<file path="src/rtl/tick_sched_pkg.sv">
// Shared constants and helpers for the tick scheduler.
// Latency: n/a (compile-time only).
// Backpressure: n/a.
package tick_sched_pkg;

    localparam int NUM_CH_DEFAULT    = 4;
    localparam int DIV_WIDTH_DEFAULT = 8;

    // Index width for n channels, never narrower than one bit.
    function automatic int ch_w(input int n);
        return (n <= 2) ? 1 : $clog2(n);
    endfunction

endpackage

</file>
<file path="src/rtl/tick_sched_rr_pick.sv">
// Round-robin picker: first set request at i_ptr, i_ptr+1, ... (mod NUM_CH).
// Latency: combinational.
// Backpressure: none; the caller decides whether to act on o_any/o_sel.
//   i_req  : request vector          i_ptr : search start index
//   o_any  : at least one request    o_sel : chosen index
module tick_sched_rr_pick
    import tick_sched_pkg::*;
#(
    parameter int  NUM_CH = NUM_CH_DEFAULT,
    localparam int CH_W   = ch_w(NUM_CH)
) (
    input  logic [NUM_CH-1:0] i_req,
    input  logic [CH_W-1:0]   i_ptr,
    output logic              o_any,
    output logic [CH_W-1:0]   o_sel
);

    logic [2*NUM_CH-1:0] w_rot;
    logic [CH_W:0]       w_sum;

    // Rotate the request vector so bit 0 is the channel at i_ptr; scanning
    // downwards lets the smallest offset from the pointer win.
    always_comb begin
        o_any = 1'b0;
        o_sel = '0;
        w_sum = '0;
        w_rot = {i_req, i_req} >> i_ptr;
        for (int k = NUM_CH - 1; k >= 0; k--) begin
            if (w_rot[k]) begin
                o_any = 1'b1;
                w_sum = {1'b0, i_ptr} + (CH_W+1)'(k);
                if (w_sum >= (CH_W+1)'(NUM_CH)) begin
                    w_sum = w_sum - (CH_W+1)'(NUM_CH);
                end
                o_sel = w_sum[CH_W-1:0];
            end
        end
    end

endmodule

</file>
<file path="src/rtl/tick_scheduler.sv">
// Multi-channel programmable tick divider; expiries are serialised round-robin onto one event port.
// Latency: expiry at edge N sets pending, event appears at edge N+1 when the slot is free.
// Backpressure: slot holds while evt_valid & !evt_ready; repeat expiries of a still-pending channel set overrun.
//   tick_in           : count strobe            cfg_we/cfg_ch/cfg_div : per-channel divide write (0 = off)
//   evt_valid/evt_ch  : registered event slot   evt_ready             : consumer accept
//   overrun           : sticky per-channel flag overrun_clr           : write-1-to-clear mask
module tick_scheduler
    import tick_sched_pkg::*;
#(
    parameter int  NUM_CH    = NUM_CH_DEFAULT,
    parameter int  DIV_WIDTH = DIV_WIDTH_DEFAULT,
    localparam int CH_W      = ch_w(NUM_CH)
) (
    input  logic                 clk,
    input  logic                 rst_n,
    input  logic                 tick_in,
    input  logic                 cfg_we,
    input  logic [CH_W-1:0]      cfg_ch,
    input  logic [DIV_WIDTH-1:0] cfg_div,
    output logic                 evt_valid,
    output logic [CH_W-1:0]      evt_ch,
    input  logic                 evt_ready,
    output logic [NUM_CH-1:0]    overrun,
    input  logic [NUM_CH-1:0]    overrun_clr
);

    logic [DIV_WIDTH-1:0] r_div [NUM_CH];
    logic [DIV_WIDTH-1:0] r_cnt [NUM_CH];
    logic [NUM_CH-1:0]    r_pend;
    logic [NUM_CH-1:0]    r_ovr;
    logic                 r_vld;
    logic [CH_W-1:0]      r_ch;
    logic [CH_W-1:0]      r_rr;

    logic                 w_free;
    logic                 w_any;
    logic [CH_W-1:0]      w_sel;
    logic                 w_take;
    logic [NUM_CH-1:0]    w_wr;
    logic [NUM_CH-1:0]    w_exp;
    logic [NUM_CH-1:0]    w_gnt;

    assign w_free = !r_vld || evt_ready;
    assign w_take = w_free && w_any;

    tick_sched_rr_pick #(
        .NUM_CH (NUM_CH)
    ) u_pick (
        .i_req (r_pend),
        .i_ptr (r_rr),
        .o_any (w_any),
        .o_sel (w_sel)
    );

    // Equality against the loop index also rejects cfg_ch >= NUM_CH.
    // A config write suppresses that channel's expiry for the cycle.
    always_comb begin
        w_wr  = '0;
        w_exp = '0;
        w_gnt = '0;
        for (int i = 0; i < NUM_CH; i++) begin
            w_wr[i]  = cfg_we && (int'(cfg_ch) == i);
            w_exp[i] = tick_in && (r_div[i] != '0) && !w_wr[i]
                       && (r_cnt[i] == r_div[i] - DIV_WIDTH'(1));
            w_gnt[i] = w_take && (int'(w_sel) == i);
        end
    end

    always_ff @(posedge clk or negedge rst_n) begin
        if (!rst_n) begin
            for (int i = 0; i < NUM_CH; i++) begin
                r_div[i] <= '0;
                r_cnt[i] <= '0;
            end
            r_pend <= '0;
            r_ovr  <= '0;
        end else begin
            for (int i = 0; i < NUM_CH; i++) begin
                if (w_wr[i]) begin
                    r_div[i]  <= cfg_div;
                    r_cnt[i]  <= '0;
                    r_pend[i] <= 1'b0;
                end else begin
                    if (tick_in && (r_div[i] != '0)) begin
                        r_cnt[i] <= w_exp[i] ? '0 : r_cnt[i] + DIV_WIDTH'(1);
                    end
                    // A fresh expiry keeps the bit set even when the old
                    // request is granted in the same cycle.
                    if (w_exp[i]) begin
                        r_pend[i] <= 1'b1;
                    end else if (w_gnt[i]) begin
                        r_pend[i] <= 1'b0;
                    end
                end
                // Set beats clear.
                r_ovr[i] <= (w_exp[i] && r_pend[i] && !w_gnt[i])
                            || (r_ovr[i] && !overrun_clr[i]);
            end
        end
    end

    always_ff @(posedge clk or negedge rst_n) begin
        if (!rst_n) begin
            r_vld <= 1'b0;
            r_ch  <= '0;
            r_rr  <= '0;
        end else if (w_take) begin
            r_vld <= 1'b1;
            r_ch  <= w_sel;
            r_rr  <= (int'(w_sel) == NUM_CH - 1) ? '0 : w_sel + CH_W'(1);
        end else if (w_free) begin
            r_vld <= 1'b0;
        end
    end

    assign evt_valid = r_vld;
    assign evt_ch    = r_ch;
    assign overrun   = r_ovr;

endmodule

</file>
<file path="config.mk">
export PLATFORM = sky130hd
export DESIGN_NAME = tick_scheduler
export DESIGN_NICKNAME = d
export VERILOG_FILES = /design/src/rtl/tick_sched_pkg.sv /design/src/rtl/tick_sched_rr_pick.sv /design/src/rtl/tick_scheduler.sv
export SDC_FILE = /design/constraint.sdc
export NUM_CORES = 1
export LEC_CHECK = 0
export ABC_CLOCK_PERIOD_IN_PS = 6300
export BUFFER_PORTS_ARGS = -buffer_cell sky130_fd_sc_hd__buf_2
export CAP_MARGIN = 25
export CORE_ASPECT_RATIO = 0.6
export CORE_UTILIZATION = 65
export DETAILED_ROUTE_END_ITERATION = 7
export MAX_ROUTING_LAYER = met4
export PLACE_DENSITY = 0.84
export SYNTH_ARGS = -nofsm -noshare
export SYNTH_HDL_FRONTEND = slang
export SYNTH_SLANG_ARGS = --single-unit
</file>
<file path="constraint.sdc">
create_clock -name clk -period 6.3 [get_ports clk]
set_clock_uncertainty 0.1 [all_clocks]
set_input_delay 1.26 -clock clk [delete_from_list [all_inputs] [get_ports clk]]
set_output_delay 1.26 -clock clk [all_outputs]
set_load 0.01 [all_outputs]
</file>
==> summary.txt, run 1 <==
Power
  • Int Pwr: 1.206 mW
  • Sequential Power Share: 0.402
  • Leak pwr: 2.320 nW
  • Clock power share: 0.305
  • Pwr Density: 363.4 mW/mm2
  • Switching Share: 0.3514
  • Power Total: 1.860 mW
  • Combinational share of power: 0.293
  • Maximum VDD drop: 0.0002549 V
  • P_sw: 0.6535 mW

Die
  • IO Count: 26
  • Die Area: 0.007398 mm2
  • Starting Density: 0.6802
  • Core area: 0.006734 mm2
  • Core Rows: 23
  • Die width: 110.4 um
  • Die Y: 67.03 um

Routing
  • First-iteration detailed-routing DRC count: 369
  • Pre-antenna DRT Iters: 5
  • Routed vias: 3,867
  • WL per Instance: 17.58 um
  • Post-route DRC: 0
  • Drt total wl: 10,810 um
  • Final ANT Viol Nets: 0
  • Vias per inst: 6.288

Global route
  • Vias in the first global route: 3,434
  • First-pass GRT wire length: 17,180 um
  • Total grt overflow: 0
  • Initial antenna violation count: 0
  • Total global-route track usage: 0.3250
  • Largest net degree at the start of global routing: 78

Yosys
  • Commonest cells in the synthesized netlist: nand2_1 (96), dfrtp_1 (77), nor3_1 (34)
  • Mapped Cells: 502
  • FFs w/ async S/R, synth: 1.000
  • Cell variety after synth: 55
  • EDFF count, synth: 0
  • Fraction of the mapped netlist area in adder cells: 0.04370
  • Mux share of post-synthesis cell area: 0.007102
  • Area leader, netlist: dfrtp_1
  • Syn_area_per_cell: 9.125 um2
  • Largest family of logic cells by synthesized area: simple AND/OR/NAND/NOR gates
  • Syn_nets: 537
  • Post-synthesis sequential area ratio: 0.4207
  • Post-Synth XOR/XNOR Area: 0.1166
  • Synth top area share: 0.4207
  • Main synth FF type: dfrtp_1
  • Syn Std Cell Area: 0.004581 mm2
  • Syn. warnings: 0
  • Synth area leaders: dfrtp_1 (42%), nand2_1 (7.9%), xnor2_1 (6.1%)
  • Post-synthesis simple-gate area fraction: 0.2510
  • Synth Area in Compound Gates: 0.1284
  • FF+latch count, synth: 77
  • Most common cell in the synthesized netlist: nand2_1

Timing
  • Max Freq: 0.3393 GHz
  • Hold Vio Cnt, Final: 0
  • Pins Over Slew Limit: 0
  • Worst relative slew slack: 0.4607
  • RSZ-0062 raised after global routing: false
  • Slew @ Worst Pin: 0.7985 ns
  • Fin crit share: 0.4678
  • Tmin final: 2.947 ns
  • Finish-stage setup viols: 0
  • Setup TNS: 0 ns
  • Final hold slack: 0.4010 ns

Layout
  • N_diodes: 0
  • Layout net count: 558
  • Layout area overhead: 11.72%
  • Share of cells above drive strength 1: 0.1155

Clock tree
  • Cts bufs inserted: 9
  • CTS sink count: 77
  • Post_cts resized: 0
  • CTS max path bufs: 2
  • Post-CTS Hold Fix Bufs: 0
  • Htree depth: 3
  • Root Buffer: clkbuf_16
  • CTS tree: built
  • Clock Latency Late Sink: 0.34 ns
  • Clk slew on worst S/H paths: 0.05 ns
  • Post-CTS Setup Inserts: 0

Placement
  • Dpl hpwl: 7481 um
  • # port buffers: 25
  • Final GP Congestion: 0.8779

Setup path
  • Max incr delay on CP: 0.49 ns
  • Critical path buffer and inverter count: 1
  • CP top delay family: simple AND/OR/NAND/NOR gates
  • CP cell instances: buf_2, and3_1, nor3_1, nand3_1, nor4_4, o21ai_0
  • Critical path class: primary input to flop
  • CP arrival: 3.04 ns
  • Type of origin of the critical path: primary input
  • Crit-path slowest cell: nor4_4
  • Crit-path max FO: 18
  • Req. time, crit path: 6.39 ns
  • Critical Path End Type: flop

Outcome
  • Outcome: finished, final reports clean

Hold path
  • Min-delay worst type: flop to flop

Run
  • Max-cap violations: 0
-- power groups by stage --
stage | combinational (mW) | sequential, mW | clock (mW)
floorplan | 0.426 | 0.704 | 0
global placement | 0.500 | 0.743 | 0
detailed placement | 0.528 | 0.748 | 0
CTS | 0.536 | 0.743 | 0.575
global route | 0.608 | 0.762 | 0.594
finish | 0.544 | 0.748 | 0.568
-- routing by layer --
layer  GRT usage  vias up  wire (um)
met5           -        -          0
met4      0.1118        0        191
met3     0.09002       24        888
met2      0.4814      169       4872
met1      0.4295     1855       4859
li1            -     1819          -
-- layout make-up --
type,instances,area (um2)
flip-flops and latches,77,1927
clock buffers,13,260.3
fillers,467,1617
repair buffers,28,170.2
clock inverters,3,67.56
inverters,21,78.83
well taps,87,108.9
multi-input cells,386,2505
-- per-stage QoR --
| step | util | area [um2] | worst slack, ns | cells |
|---|---|---|---|---|
| after global routing | 0.7599 | 5117 | 3.220 | 615 |
| after global placement | 0.7072 | 4762 | 3.319 | 598 |
| final | 0.7599 | 5117 | 3.353 | 615 |
| after floorplan | - | 4581 | 3.561 | 502 |
| after detailed placement | 0.7072 | 4762 | 3.146 | 598 |
| after CTS | 0.7559 | 5090 | 3.415 | 614 |
-- sequential cells by signal, indices dropped and copies added, names as in the netlist --
| signal | flops |
|---|---|
| r_div | 32 |
| overrun | 4 |
| r_rr | 2 |
| evt_valid | 1 |
| r_pend | 4 |
| r_cnt | 32 |
| evt_ch | 2 |
-- final timing paths --
path | from | endpoint | slack (ns) | cells past startpoint
max | cfg_we | r_cnt[0]$_DFFE_PN0P_ | 3.35 | 6
max in group asynchronous | rst_n | r_cnt[27]$_DFFE_PN0P_ | 4.95 | 2
min reg2reg | overrun[3]$_DFF_PN0_ | overrun[3]$_DFF_PN0_ | 0.40 | 1
min in group asynchronous | rst_n | r_cnt[10]$_DFFE_PN0P_ | 0.61 | 1
min | overrun[3]$_DFF_PN0_ | overrun[3]$_DFF_PN0_ | 0.40 | 1
max reg2reg | r_div[8]$_DFFE_PN0P_ | r_cnt[9]$_DFFE_PN0P_ | 3.76 | 7
-- placed cells by master (no fill, tap or decap), types with 3 or more instances in the layout --
| cell type | netlist | final |
|---|---|---|
| nand4_1 | 7 | 7 |
| buf_4 | 0 | 3 |
| xnor2_1 | 32 | 32 |
| xor2_1 | 29 | 29 |
| clkbuf_16 | 0 | 9 |
| o2111ai_1 | 4 | 4 |
| nand2_1 | 96 | 96 |
| a31o_2 | 3 | 3 |
| ha_1 | 16 | 16 |
| and3b_1 | 3 | 3 |
| o21ai_0 | 21 | 21 |
| and4_1 | 3 | 3 |
| dfrtp_1 | 77 | 77 |
| or4_4 | 3 | 3 |
| or4_1 | 3 | 3 |
| a21oi_1 | 12 | 12 |
| buf_2 | 2 | 24 |
| a41o_1 | 3 | 3 |
| nand3_1 | 21 | 21 |
| nor3_1 | 34 | 34 |
| inv_1 | 21 | 21 |
| nor2b_1 | 5 | 5 |
| nand2b_1 | 4 | 4 |
| and3_1 | 11 | 11 |
| a31oi_1 | 4 | 4 |
| o22ai_1 | 3 | 3 |
| or3_1 | 7 | 7 |
| nor4_1 | 3 | 3 |
| nor2_1 | 11 | 11 |
| a211oi_1 | 10 | 10 |
-- kinds of logic (layout without fill, tap and decap cells) --
| group | after synthesis | in the layout |
|---|---|---|
| buf+inv | 39 | 65 |
| flops | 77 | 77 |
| compound gates | 82 | 82 |
| xor+xnor | 61 | 61 |
| fa+ha+maj | 16 | 16 |
| simple gates | 224 | 224 |
| mux | 3 | 3 |
No activity file was read; power rests on OpenSTA's default activity.
==> inputs of run 2 (changes only) <==
--- a/config.mk
+++ b/config.mk
@@ -5,14 +5,14 @@
 export SDC_FILE = /design/constraint.sdc
 export NUM_CORES = 1
 export LEC_CHECK = 0
-export ABC_CLOCK_PERIOD_IN_PS = 6300
+export ABC_CLOCK_PERIOD_IN_PS = 2700
 export BUFFER_PORTS_ARGS = -buffer_cell sky130_fd_sc_hd__buf_2
 export CAP_MARGIN = 25
 export CORE_ASPECT_RATIO = 0.6
-export CORE_UTILIZATION = 65
+export CORE_UTILIZATION = 55
 export DETAILED_ROUTE_END_ITERATION = 7
 export MAX_ROUTING_LAYER = met4
-export PLACE_DENSITY = 0.84
+export PLACE_DENSITY = 0.76
 export SYNTH_ARGS = -nofsm -noshare
 export SYNTH_HDL_FRONTEND = slang
 export SYNTH_SLANG_ARGS = --single-unit
==> constraint.sdc (replaced) <==
create_clock -name clk -period 2.7 [get_ports clk]
set_clock_uncertainty 0.1 [all_clocks]
set_input_delay 0.54 -clock clk [delete_from_list [all_inputs] [get_ports clk]]
set_output_delay 0.54 -clock clk [all_outputs]
set_load 0.01 [all_outputs]
==> summary.txt, run 2 (synthesis gave the netlist of run 1 again) <==
Timing
  • Tmin final: 2.457 ns
  • Final Worst Setup Slack: 0.2433 ns
  • Fin crit share: 0.9099
  • Final hold slack: 0.03679 ns
  • Worst relative slew slack: 0.5606
  • Finish-stage setup viols: 0
  • Pins Over Slew Limit: 0
  • Hold Vio Cnt, Final: 0
  • RSZ-0062 raised after global routing: false
  • Max Freq: 0.4070 GHz
  • Slew @ Worst Pin: 0.6577 ns
  • Setup TNS: 0 ns

Power
  • Maximum VDD drop: 0.0004922 V
  • Switching Share: 0.3625
  • Combinational share of power: 0.318
  • Int Pwr: 2.661 mW
  • P_sw: 1.513 mW
  • Clock power share: 0.267
  • Sequential Power Share: 0.414
  • Power Total: 4.174 mW
  • Leak pwr: 2.345 nW
  • Pwr Density: 809.5 mW/mm2

Clock tree
  • Root Buffer: clkbuf_16
  • Clock Latency Late Sink: 0.34 ns
  • Post_cts resized: 0
  • Post-CTS Hold Fix Bufs: 0
  • Htree depth: 3
  • Clk slew on worst S/H paths: 0.06 ns
  • CTS max path bufs: 2
  • CTS sink count: 77
  • Cts bufs inserted: 9
  • Post-CTS Setup Inserts: 0
  • CTS tree: built

Setup path
  • Crit-path max FO: 4
  • Crit-path slowest cell: or4_4
  • Worst r2r src: r_div[8]$_DFFE_PN0P_
  • R2R cell count: 7
  • CP arrival: 2.58 ns
  • R2r setup slk: 0.24 ns
  • Reg2reg end: r_cnt[9]$_DFFE_PN0P_
  • Max incr delay on CP: 0.53 ns
  • CP cell instances: inv_1, ha_1, nor2b_1, or3_1, a31o_2, or4_4, a41o_1
  • Critical path class: flop to flop
  • Req. time, crit path: 2.82 ns
  • Critical Path End Type: flop
  • Type of origin of the critical path: flop

Layout
  • Fillers: 668
  • Layout area overhead: 12.56%
  • Area of the multi-input gates: 0.002505 mm2
  • Share of cells above drive strength 1: 0.1283
  • Layout Utilization: 0.6464
  • Layout net count: 568
  • Final Non-Filler Cells: 646
  • Sequential Area: 0.001927 mm2
  • Most common cell after layout, fill and taps aside: nand2_1
  • Finished Cell Area: 0.005156 mm2
  • Most frequent cells in the layout: nand2_1 (96), dfrtp_1 (77), nor3_1 (34)
  • Largest regs: r_cnt (32), r_div (32)
  • N_diodes: 0

Routing
  • WL per Instance: 16.89 um
  • Post-route DRC: 0
  • Drt total wl: 10,910 um
  • Routed vias: 3,867
  • First-iteration detailed-routing DRC count: 318
  • Pre-antenna DRT Iters: 5
  • Final ANT Viol Nets: 0
  • Vias per inst: 5.986

Global route
  • First-pass GRT wire length: 18,000 um
  • Total global-route track usage: 0.2762
  • Largest net degree at the start of global routing: 47
  • Initial antenna violation count: 0
  • Vias in the first global route: 3,662
  • Total grt overflow: 0

Die
  • Die width: 119.8 um
  • Die Area: 0.008709 mm2
  • Core area: 0.007976 mm2
  • Starting Density: 0.5743
  • Core Rows: 25
  • IO Count: 26
  • Die Y: 72.69 um

Placement
  • Final GP Congestion: 0.9413
  • Setup WS pre-CTS: 0.2783 ns
  • # port buffers: 25
  • Dpl hpwl: 7974 um
  • Post-placement cell area: 0.004883 mm2
  • Placed Instances: 630

Hold path
  • Min-delay worst type: primary input to asynchronous set/reset pin

Outcome
  • Outcome: finished, final reports clean

Run
  • Max-cap violations: 0
==> run 2: changes by cell type in the layout (fill, tap and decap cells not counted) <==
cell and change:
clkbuf_1 +2, buf_4 +10, buf_12 +1, clkinvlp_4 -1, clkinv_2 +1, bufinv_16 -2, buf_16 -1
==> run 2: final cells by class <==
class | instances | share of cell area
clock buffers | 15 | 0.05193
multi-input cells | 386 | 0.4858
repair buffers | 38 | 0.04611
clock inverters | 1 | 0.0009706
flip-flops and latches | 77 | 0.3737
inverters | 21 | 0.01529
well taps | 108 | 0.02621
==> run 2: how the worst max path moves through the flow <==
stage | start | end | slack (ns) | depth (start not counted)
final | r_div[8]$_DFFE_PN0P_ | r_cnt[9]$_DFFE_PN0P_ | 0.24 | 7
after global routing | r_div[8]$_DFFE_PN0P_ | r_cnt[9]$_DFFE_PN0P_ | 0.17 | 7
after CTS | r_div[8]$_DFFE_PN0P_ | r_cnt[9]$_DFFE_PN0P_ | 0.26 | 7
after detailed placement | r_div[8]$_DFFE_PN0P_ | r_cnt[9]$_DFFE_PN0P_ | 0.28 | 7
after global placement | r_div[8]$_DFFE_PN0P_ | r_cnt[9]$_DFFE_PN0P_ | 0.33 | 7
after floorplan | r_div[8]$_DFFE_PN0P_ | r_cnt[9]$_DFFE_PN0P_ | 0.39 | 7
==> run 2: layer usage <==
| metal | wire length (um) | vias up | track usage | part of all wire |
|---|---|---|---|---|
| met5 | 0 | - | - | 0 |
| met4 | 143 | 0 | 0.07639 | 0.013 |
| met3 | 629 | 21 | 0.06641 | 0.058 |
| met2 | 4733 | 128 | 0.4110 | 0.43 |
| met1 | 5408 | 1882 | 0.3781 | 0.50 |
| li1 | - | 1836 | - | - |
==> run 2: power groups by stage <==
stage	combinational (mW)	sequential (mW)	clock [mW]
after floorplan	0.994	1.64	0
after global placement	1.24	1.72	0
after detailed placement	1.30	1.73	0
after CTS	1.32	1.72	1.13
after global routing	1.48	1.76	1.18
final	1.33	1.73	1.12
==> run 2: critical path: cells and delay by family, from the launching register on <==
family          cells  cell delay (ns)
simple gates        3             1.05
compound gates      2             0.50
flops               1             0.37
fa+ha+maj           1             0.22
buf+inv             1             0.09
